[src/rtl/psg_multi_ch_if.sv]
// Mapper-side register bus of the sound generator: index/data write strobes,
// shared write data and combinational readback.
interface psg_multi_ch_if;
  logic       addr_wr;
  logic       data_wr;
  logic [7:0] din;
  logic [7:0] dout;

  modport master (output addr_wr, output data_wr, output din, input dout);
  modport slave  (input addr_wr, input data_wr, input din, output dout);
endinterface

[src/rtl/psg_multi_ch.sv]
// AY/YM-class sound generator: NUM_CH square tones, shared 17-bit noise LFSR,
// 16-shape envelope, log volume and a two-stage registered saturating mix.
module psg_multi_ch #(
  parameter int NUM_CH  = 3,
  parameter int CLK_DIV = 16,
  parameter int GAIN    = 5,
  parameter int OUT_W   = 12
) (
  input  logic               clk,
  input  logic               rst_n,
  psg_multi_ch_if.slave      bus,
  output logic [OUT_W-1:0]   audio_out
);

  localparam logic [4:0] IDX_NOISE = 5'(2*NUM_CH);
  localparam logic [4:0] IDX_MIX   = 5'(2*NUM_CH + 1);
  localparam logic [4:0] IDX_VOL   = 5'(2*NUM_CH + 2);
  localparam logic [4:0] IDX_EPL   = 5'(3*NUM_CH + 2);
  localparam logic [4:0] IDX_EPH   = 5'(3*NUM_CH + 3);
  localparam logic [4:0] IDX_SHAPE = 5'(3*NUM_CH + 4);
  localparam int         PW        = (CLK_DIV > 1) ? $clog2(CLK_DIV) : 1;
  localparam logic [63:0] GAIN64   = 64'(GAIN);
  localparam logic [63:0] MAXV     = (64'd1 << OUT_W) - 64'd1;
  localparam logic [7:0] LUT [32] = '{
    8'd0,   8'd1,   8'd2,   8'd3,   8'd3,   8'd4,   8'd5,   8'd6,
    8'd8,   8'd9,   8'd11,  8'd13,  8'd16,  8'd18,  8'd24,  8'd29,
    8'd32,  8'd34,  8'd44,  8'd55,  8'd61,  8'd66,  8'd82,  8'd98,
    8'd114, 8'd130, 8'd148, 8'd166, 8'd187, 8'd207, 8'd231, 8'd255};

  logic [4:0]          reg_idx;
  logic [11:0]         tone_per [NUM_CH];
  logic [4:0]          noise_per;
  logic [2*NUM_CH-1:0] mixer;
  logic [4:0]          vol [NUM_CH];
  logic [15:0]         env_per;
  logic [3:0]          shape;

  logic [PW-1:0]       presc;
  logic                tick;
  logic [11:0]         tone_cnt [NUM_CH];
  logic [11:0]         tone_lim [NUM_CH];
  logic [NUM_CH-1:0]   tone_sq;
  logic [4:0]          noise_cnt, noise_lim;
  logic [16:0]         lfsr;
  logic [15:0]         env_cnt, env_lim;
  logic [4:0]          env_step, env_lvl;
  logic                env_dir, env_hold;
  logic                shape_wr;
  logic [NUM_CH-1:0]   gate;
  logic [4:0]          lvl5 [NUM_CH];
  logic [7:0]          lut_d [NUM_CH];
  logic [7:0]          lut_q [NUM_CH];
  logic [9:0]          mix_sum;
  logic [63:0]         mix_prod;
  logic [7:0]          dout_c;

  // Register file; a same-cycle data write still targets the old index
  always_ff @(posedge clk or negedge rst_n) begin
    if (!rst_n) begin
      reg_idx   <= '0;
      noise_per <= '0;
      mixer     <= '0;
      env_per   <= '0;
      shape     <= '0;
      for (int c = 0; c < NUM_CH; c++) begin
        tone_per[c] <= '0;
        vol[c]      <= '0;
      end
    end else begin
      if (bus.addr_wr) reg_idx <= bus.din[4:0];
      if (bus.data_wr) begin
        for (int c = 0; c < NUM_CH; c++) begin
          if (reg_idx == 5'(2*c))         tone_per[c][7:0]  <= bus.din;
          if (reg_idx == 5'(2*c + 1))     tone_per[c][11:8] <= bus.din[3:0];
          if (reg_idx == IDX_VOL + 5'(c)) vol[c]            <= bus.din[4:0];
        end
        if (reg_idx == IDX_NOISE) noise_per     <= bus.din[4:0];
        if (reg_idx == IDX_MIX)   mixer         <= bus.din[2*NUM_CH-1:0];
        if (reg_idx == IDX_EPL)   env_per[7:0]  <= bus.din;
        if (reg_idx == IDX_EPH)   env_per[15:8] <= bus.din;
        if (reg_idx == IDX_SHAPE) shape         <= bus.din[3:0];
      end
    end
  end

  always_comb begin
    dout_c = 8'd0;
    for (int c = 0; c < NUM_CH; c++) begin
      if (reg_idx == 5'(2*c))         dout_c = tone_per[c][7:0];
      if (reg_idx == 5'(2*c + 1))     dout_c = {4'd0, tone_per[c][11:8]};
      if (reg_idx == IDX_VOL + 5'(c)) dout_c = {3'd0, vol[c]};
    end
    if (reg_idx == IDX_NOISE) dout_c = {3'd0, noise_per};
    if (reg_idx == IDX_MIX)   dout_c = 8'(mixer);
    if (reg_idx == IDX_EPL)   dout_c = env_per[7:0];
    if (reg_idx == IDX_EPH)   dout_c = env_per[15:8];
    if (reg_idx == IDX_SHAPE) dout_c = {4'd0, shape};
  end

  assign bus.dout = dout_c;
  assign tick     = (presc == PW'(CLK_DIV - 1));
  assign shape_wr = bus.data_wr && (reg_idx == IDX_SHAPE);

  always_ff @(posedge clk or negedge rst_n) begin
    if (!rst_n)    presc <= '0;
    else if (tick) presc <= '0;
    else           presc <= presc + PW'(1);
  end

  // A period of 0 behaves as 1; counters compare with >= so a shrunken period wraps at once
  always_comb begin
    for (int c = 0; c < NUM_CH; c++)
      tone_lim[c] = (tone_per[c] == 12'd0) ? 12'd0 : tone_per[c] - 12'd1;
    noise_lim = (noise_per == 5'd0) ? 5'd0 : noise_per - 5'd1;
    env_lim   = (env_per == 16'd0) ? 16'd0 : env_per - 16'd1;
  end

  always_ff @(posedge clk or negedge rst_n) begin
    if (!rst_n) begin
      tone_sq <= '0;
      for (int c = 0; c < NUM_CH; c++) tone_cnt[c] <= '0;
    end else if (tick) begin
      for (int c = 0; c < NUM_CH; c++) begin
        if (tone_cnt[c] >= tone_lim[c]) begin
          tone_cnt[c] <= '0;
          tone_sq[c]  <= ~tone_sq[c];
        end else begin
          tone_cnt[c] <= tone_cnt[c] + 12'd1;
        end
      end
    end
  end

  always_ff @(posedge clk or negedge rst_n) begin
    if (!rst_n) begin
      noise_cnt <= '0;
      lfsr      <= 17'h00001;
    end else if (tick) begin
      if (noise_cnt >= noise_lim) begin
        noise_cnt <= '0;
        lfsr      <= {lfsr[15:0], lfsr[16] ^ lfsr[13]};
      end else begin
        noise_cnt <= noise_cnt + 5'd1;
      end
    end
  end

  // Envelope: shape bits are {CONT, ATT, ALT, HOLD}; end-of-ramp action chosen at step 31
  always_ff @(posedge clk or negedge rst_n) begin
    if (!rst_n) begin
      env_cnt  <= '0;
      env_step <= '0;
      env_dir  <= 1'b0;
      env_hold <= 1'b0;
    end else if (shape_wr) begin
      env_cnt  <= '0;
      env_step <= '0;
      env_dir  <= bus.din[2];
      env_hold <= 1'b0;
    end else if (tick && !env_hold) begin
      if (env_cnt >= env_lim) begin
        env_cnt <= '0;
        if (env_step == 5'd31) begin
          if (!shape[3]) begin
            env_step <= '0;
            env_dir  <= 1'b1;
            env_hold <= 1'b1;
          end else if (shape[0]) begin
            env_dir  <= env_dir ^ shape[1];
            env_hold <= 1'b1;
          end else begin
            env_step <= '0;
            if (shape[1]) env_dir <= ~env_dir;
          end
        end else begin
          env_step <= env_step + 5'd1;
        end
      end else begin
        env_cnt <= env_cnt + 16'd1;
      end
    end
  end

  assign env_lvl = env_dir ? env_step : 5'd31 - env_step;

  always_comb begin
    for (int c = 0; c < NUM_CH; c++) begin
      gate[c]  = (tone_sq[c] | mixer[c]) & (lfsr[0] | mixer[NUM_CH + c]);
      lvl5[c]  = vol[c][4] ? env_lvl
               : ((vol[c][3:0] == 4'd0) ? 5'd0 : {vol[c][3:0], 1'b1});
      lut_d[c] = gate[c] ? LUT[lvl5[c]] : 8'd0;
    end
  end

  always_comb begin
    mix_sum = '0;
    for (int c = 0; c < NUM_CH; c++) mix_sum = mix_sum + 10'(lut_q[c]);
    mix_prod = 64'(mix_sum) * GAIN64;
  end

  always_ff @(posedge clk or negedge rst_n) begin
    if (!rst_n) begin
      audio_out <= '0;
      for (int c = 0; c < NUM_CH; c++) lut_q[c] <= '0;
    end else begin
      for (int c = 0; c < NUM_CH; c++) lut_q[c] <= lut_d[c];
      audio_out <= (mix_prod > MAXV) ? OUT_W'(MAXV) : OUT_W'(mix_prod);
    end
  end

endmodule

[src/flat_wrapper.sv]
// flat-port wrapper written by rule: the top's interface ports become plain ports
module psg_multi_ch_flat 
#(
  parameter int NUM_CH  = 3,
  parameter int CLK_DIV = 16,
  parameter int GAIN    = 5,
  parameter int OUT_W   = 12
)
  (clk, rst_n, audio_out, bus_addr_wr, bus_data_wr, bus_din, bus_dout);
  psg_multi_ch_if bus_i ();
  input  logic clk;
  input  logic rst_n;
  output logic [OUT_W-1:0] audio_out;
  input wire logic [$bits(bus_i.addr_wr)-1:0] bus_addr_wr;
  input wire logic [$bits(bus_i.data_wr)-1:0] bus_data_wr;
  input wire logic [$bits(bus_i.din)-1:0] bus_din;
  output wire logic [$bits(bus_i.dout)-1:0] bus_dout;
  assign bus_i.addr_wr = bus_addr_wr;
  assign bus_i.data_wr = bus_data_wr;
  assign bus_i.din = bus_din;
  assign bus_dout = bus_i.dout;
  psg_multi_ch #(.NUM_CH(NUM_CH), .CLK_DIV(CLK_DIV), .GAIN(GAIN), .OUT_W(OUT_W)) u_core (.clk(clk), .rst_n(rst_n), .bus(bus_i), .audio_out(audio_out));
endmodule
[config.mk]
export PLATFORM = sky130hd
export DESIGN_NAME = psg_multi_ch_flat
export DESIGN_NICKNAME = d
export VERILOG_FILES = /design/src/rtl/psg_multi_ch_if.sv /design/src/rtl/psg_multi_ch.sv /design/src/flat_wrapper.sv
export SDC_FILE = /design/constraint.sdc
export NUM_CORES = 1
export LEC_CHECK = 0
export ABC_AREA = 1
export ABC_CLOCK_PERIOD_IN_PS = 9600
export BUFFER_PORTS_ARGS = -buffer_cell sky130_fd_sc_hd__buf_2
export CAP_MARGIN = 40
export CORE_AREA = 4 4 151 153
export DETAILED_ROUTE_END_ITERATION = 12
export DIE_AREA = 0 0 155 157
export PLACE_DENSITY_LB_ADDON = 0.15
export SYNTH_ARGS = -nofsm -noshare
export SYNTH_HDL_FRONTEND = slang
export SYNTH_SLANG_ARGS = --single-unit
[constraint.sdc]
create_clock -name clk -period 9.6 [get_ports clk]
set_clock_uncertainty 0.1 [all_clocks]
set_input_delay 0 -clock clk [delete_from_list [all_inputs] [get_ports clk]]
set_output_delay 0 -clock clk [all_outputs]
set_load 0.01 [all_outputs]
==> metrics.md <==
| Metric | Value |
|---|---|
| Placed cells | `2135` |
| Ant. Diodes | `0` |
| Largest family of logic cells by synthesized area | `simple AND/OR/NAND/NOR gates` |
| I/O Buffers | `31` |
| Via count | `12347` |
| Power Density | `231.1 mW/mm²` |
| Final non-filler cell total | `2195` |
| TNS Setup | `0 ns` |
| Peak supply drop | `0.1487 mV` |
| Worst-margin pin slew | `0.8745 ns` |
| Die ar. | `0.02434 mm²` |
| Final net count | `2034` |
| Sw power | `1.408 mW` |
| CTS Buffer Depth | `3` |
| Clock Power Share | `0.267` |
| Share of post-route cells with drive strength above 1 | `0.06632` |
| Syn-to-layout area delta | `10.62%` |
| Combinational Power Share | `0.385` |
| Layout Utilization | `0.7108` |
| Fin area | `0.01532 mm²` |
| Arr. time, crit path | `5.00 ns` |
| CTS resizes | `0` |
| Status | `finished, final reports clean` |
| Post-DR vias/cell | `5.625` |
| Pwr Total | `3.540 mW` |
| Fmax | `0.2116 GHz` |
| Share of synthesized registers carrying an async set or reset | `1.000` |
| Syn Inst Count | `1848` |
| R2r setup slk | `4.87 ns` |
| Tot GR Track Use | `0.2760` |
| First-pass GRT wire length | `56260 µm` |
| Clk_lat worst skew | `0.52 ns` |
| Post-synthesis simple-gate area fraction | `0.2737` |
| XOR/XNOR share of the synthesized area | `0.04047` |
| CTS Sinks | `211` |
| Total CTS buffers | `24` |
| Cell area after synthesis | `0.01385 mm²` |
| Worst setup SP type | `register` |
| DRT antenna net count | `0` |
| CTS clk-pin slew, worst paths | `0.06 ns` |
| Crit. End Element | `register` |
| Syn_nets | `1983` |
| Slew HR | `0.4108` |
| Post-DP HPWL | `24270 µm` |
| DRT Wirelength | `33000 µm` |
| Total setup buffers inserted after CTS | `0` |
| Met1 Wirelength | `14850 µm` |
| Number of synthesized flops with an enable pin | `0` |
| CTS tree | `yes` |
| Final Setup Violations | `0` |
| Core Region | `0.02155 mm²` |
| Top FF cell, synth | `dfrtp_1` |
| I/O Pins | `32` |
| Dpl cell area | `0.01432 mm²` |
| Post-synthesis cell type count | `54` |
| Adder-Cell Fraction of Synth Area | `0.1127` |
| Die X | `155 µm` |
| Root Buffer Master | `clkbuf_16` |
| Tcrit/Tclk final | `0.4922` |
| Compound-Gate Fraction of Synth Area | `0.1225` |
| Routability cong. | `0.9440` |
| # hold bufs at CTS | `18` |
| Register area share after synthesis | `0.3813` |
| Synthesis warning total | `0` |
| Met2 wire len | `15670 µm` |
| DR iter-0 viols | `999` |
| Synth Register Bits | `211` |
| Initial Util | `0.6426` |
| Final worst path period need | `4.725 ns` |
| Met3 wire len | `1617 µm` |
| Hold Path Class | `in2reg` |
| Global route total overflow | `0` |
| Initial antenna violation count | `0` |
| Std cell rows | `54` |
| Final hold viol count | `0` |
| DR pass1 iterations | `5` |
| Number of global-route vias before repair | `11824` |
| Leakage power | `7.895 nW` |
| Flop pwr share | `0.348` |
| CTS H-tree lvls | `1` |
| DRC viols | `0` |
| Crit path kind | `reg2reg` |
| Worst Path Required | `9.87 ns` |
| Largest net degree at the start of global routing | `53` |
| Internal power | `2.132 mW` |
| Unrepaired setup endpoints after global routing | `no` |
| Crit path max fanout | `12` |
| Mean Syn Cell Area | `7.494 µm²` |
| Chip Height | `157 µm` |
| Post-DR wirelength/cell | `15.04 µm` |
| Max-slew violations | `0` |
| Multiplexer share of the synthesized area | `0` |
| Switching power share of the total | `0.3978` |
| MaxCap Viol Count | `0` |
| Top layer in use | `met4` |
[Yosys cell counts (all sizes together), types with 4 or more instances]
cell type	n	share of area
dfrtp	210	0.38
nand2	463	0.13
a221oi	4	0.0025
clkbuf	19	0.0051
o211ai	7	0.0038
o22ai	7	0.0032
or2	19	0.0086
nor2	220	0.064
nand3	90	0.033
nor3	45	0.017
xor2	44	0.028
inv	215	0.058
a211oi	6	0.0033
nand4	41	0.019
a21oi	92	0.033
buf	13	0.0052
o21ai	176	0.065
xnor2	20	0.013
ha	120	0.11
[path summary, 6_finish.rpt]
check                           startpoint                   end  cells after the start
hold reg to reg             u_core.lfsr[3]        u_core.lfsr[3]                      2
setup reg to reg           u_core.lut_q[8]  u_core.audio_out[11]                     24
min in group asynchronous            rst_n        u_core.lfsr[0]                      3
hold / removal                  bus_din[0]     u_core.reg_idx[0]                      4
max in group asynchronous            rst_n     u_core.env_cnt[7]                      5
setup / recovery           u_core.lut_q[8]  u_core.audio_out[11]                     24
[sequential cells by signal, indices dropped and copies added (netlist names), 6 cells and up]
| register | cells |
|---|---|
| u_core.tone_cnt | 36 |
| u_core.lfsr | 17 |
| u_core.lut_q | 24 |
| u_core.tone_per | 36 |
| u_core.mixer | 6 |
| u_core.env_cnt | 16 |
| u_core.env_per | 16 |
| u_core.audio_out | 12 |
| u_core.vol | 15 |
[worst max-delay path: stages (launching register included)]
cell and delay (ns):
dfrtp_1 0.34, ha_1 0.16, inv_1 0.05, fa_1 0.40, o21ai_1 0.26, a21oi_1 0.09, o21ai_0 0.23, xnor2_1 0.15
inv_1 0.05, ha_1 0.33, nand2_1 0.09, a21oi_1 0.13, a211oi_1 0.06, nand2_1 0.10, nand2_1 0.06, a21oi_1 0.28
ha_1 0.29, ha_1 0.36, a21oi_1 0.14, o21ai_0 0.09, a21oi_1 0.18, nand3b_1 0.18, nand2_1 0.06, nand2_1 0.29
nand3_1 0.13
[power groups by stage]
stage	clock network, mW	logic (mW)	registers, mW
detailed placement	0	1.34	1.24
finish	0.945	1.36	1.23
global placement	0	1.29	1.24
CTS	0.956	1.36	1.23
global route	0.998	1.59	1.26
floorplan	0	1.04	1.18
[stage by stage]
| step | hold WS, ns | worst slack (ns) |
|---|---|---|
| 2_1_floorplan | -0.3956 | 5.550 |
| 3_3_place_gp | -0.1227 | 5.141 |
| 3_5_place_dp | -0.1198 | 5.010 |
| 4_1_cts | 0.2186 | 4.943 |
| 5_1_grt | 0.2178 | 4.508 |
| 6_report | 0.2265 | 4.875 |
[layout by cell type, fill, tap and decap left out, drive strengths merged, types with 2 or more instances in the layout]
cell         synthesis  layout
inv                215     215
a31oi                3       3
a221oi               4       4
nor3b                3       3
a211oi               6       6
clkbuf              19      34
nand4               41      41
clkinv               2       7
dfrtp              210     210
or2                 19      19
buf                 13      39
xor2                44      44
nand3               90      90
fa                   3       3
a21o                 3       3
xnor2               20      20
o211ai               7       7
o21a                 3       3
o21ai              176     176
a32o                 2       2
o32ai                2       2
ha                 120     120
nand2              463     463
nor3                45      45
and3                 3       3
a21oi               92      92
nor2               220     220
nand3b               3       3
dlygate4sd3          0      17
bufinv               0       3
o22ai                7       7
[kinds of logic after synthesis]
logic type	after synthesis
compound gates	312
xor+xnor	64
fa+ha+maj	123
buf+inv	249
flops	211
simple gates	889
[routing by layer]
layer  track usage  up-vias
met3       0.03519       71
met4       0.07822        0
li1              -     6157
met1        0.3757     5833
met5             0        -
met2        0.4682      286
[final cells by class]
cell class | instances | area (µm²)
fillers | 1741 | 6232
clock buffers | 33 | 685.7
flip-flops and latches | 211 | 5281
repair buffers | 57 | 456.7
multi-input cells | 1388 | 7610
clock inverters | 9 | 122.6
inverters | 217 | 814.5
well taps | 280 | 350.3
Power figures use the tool's default switching activity.
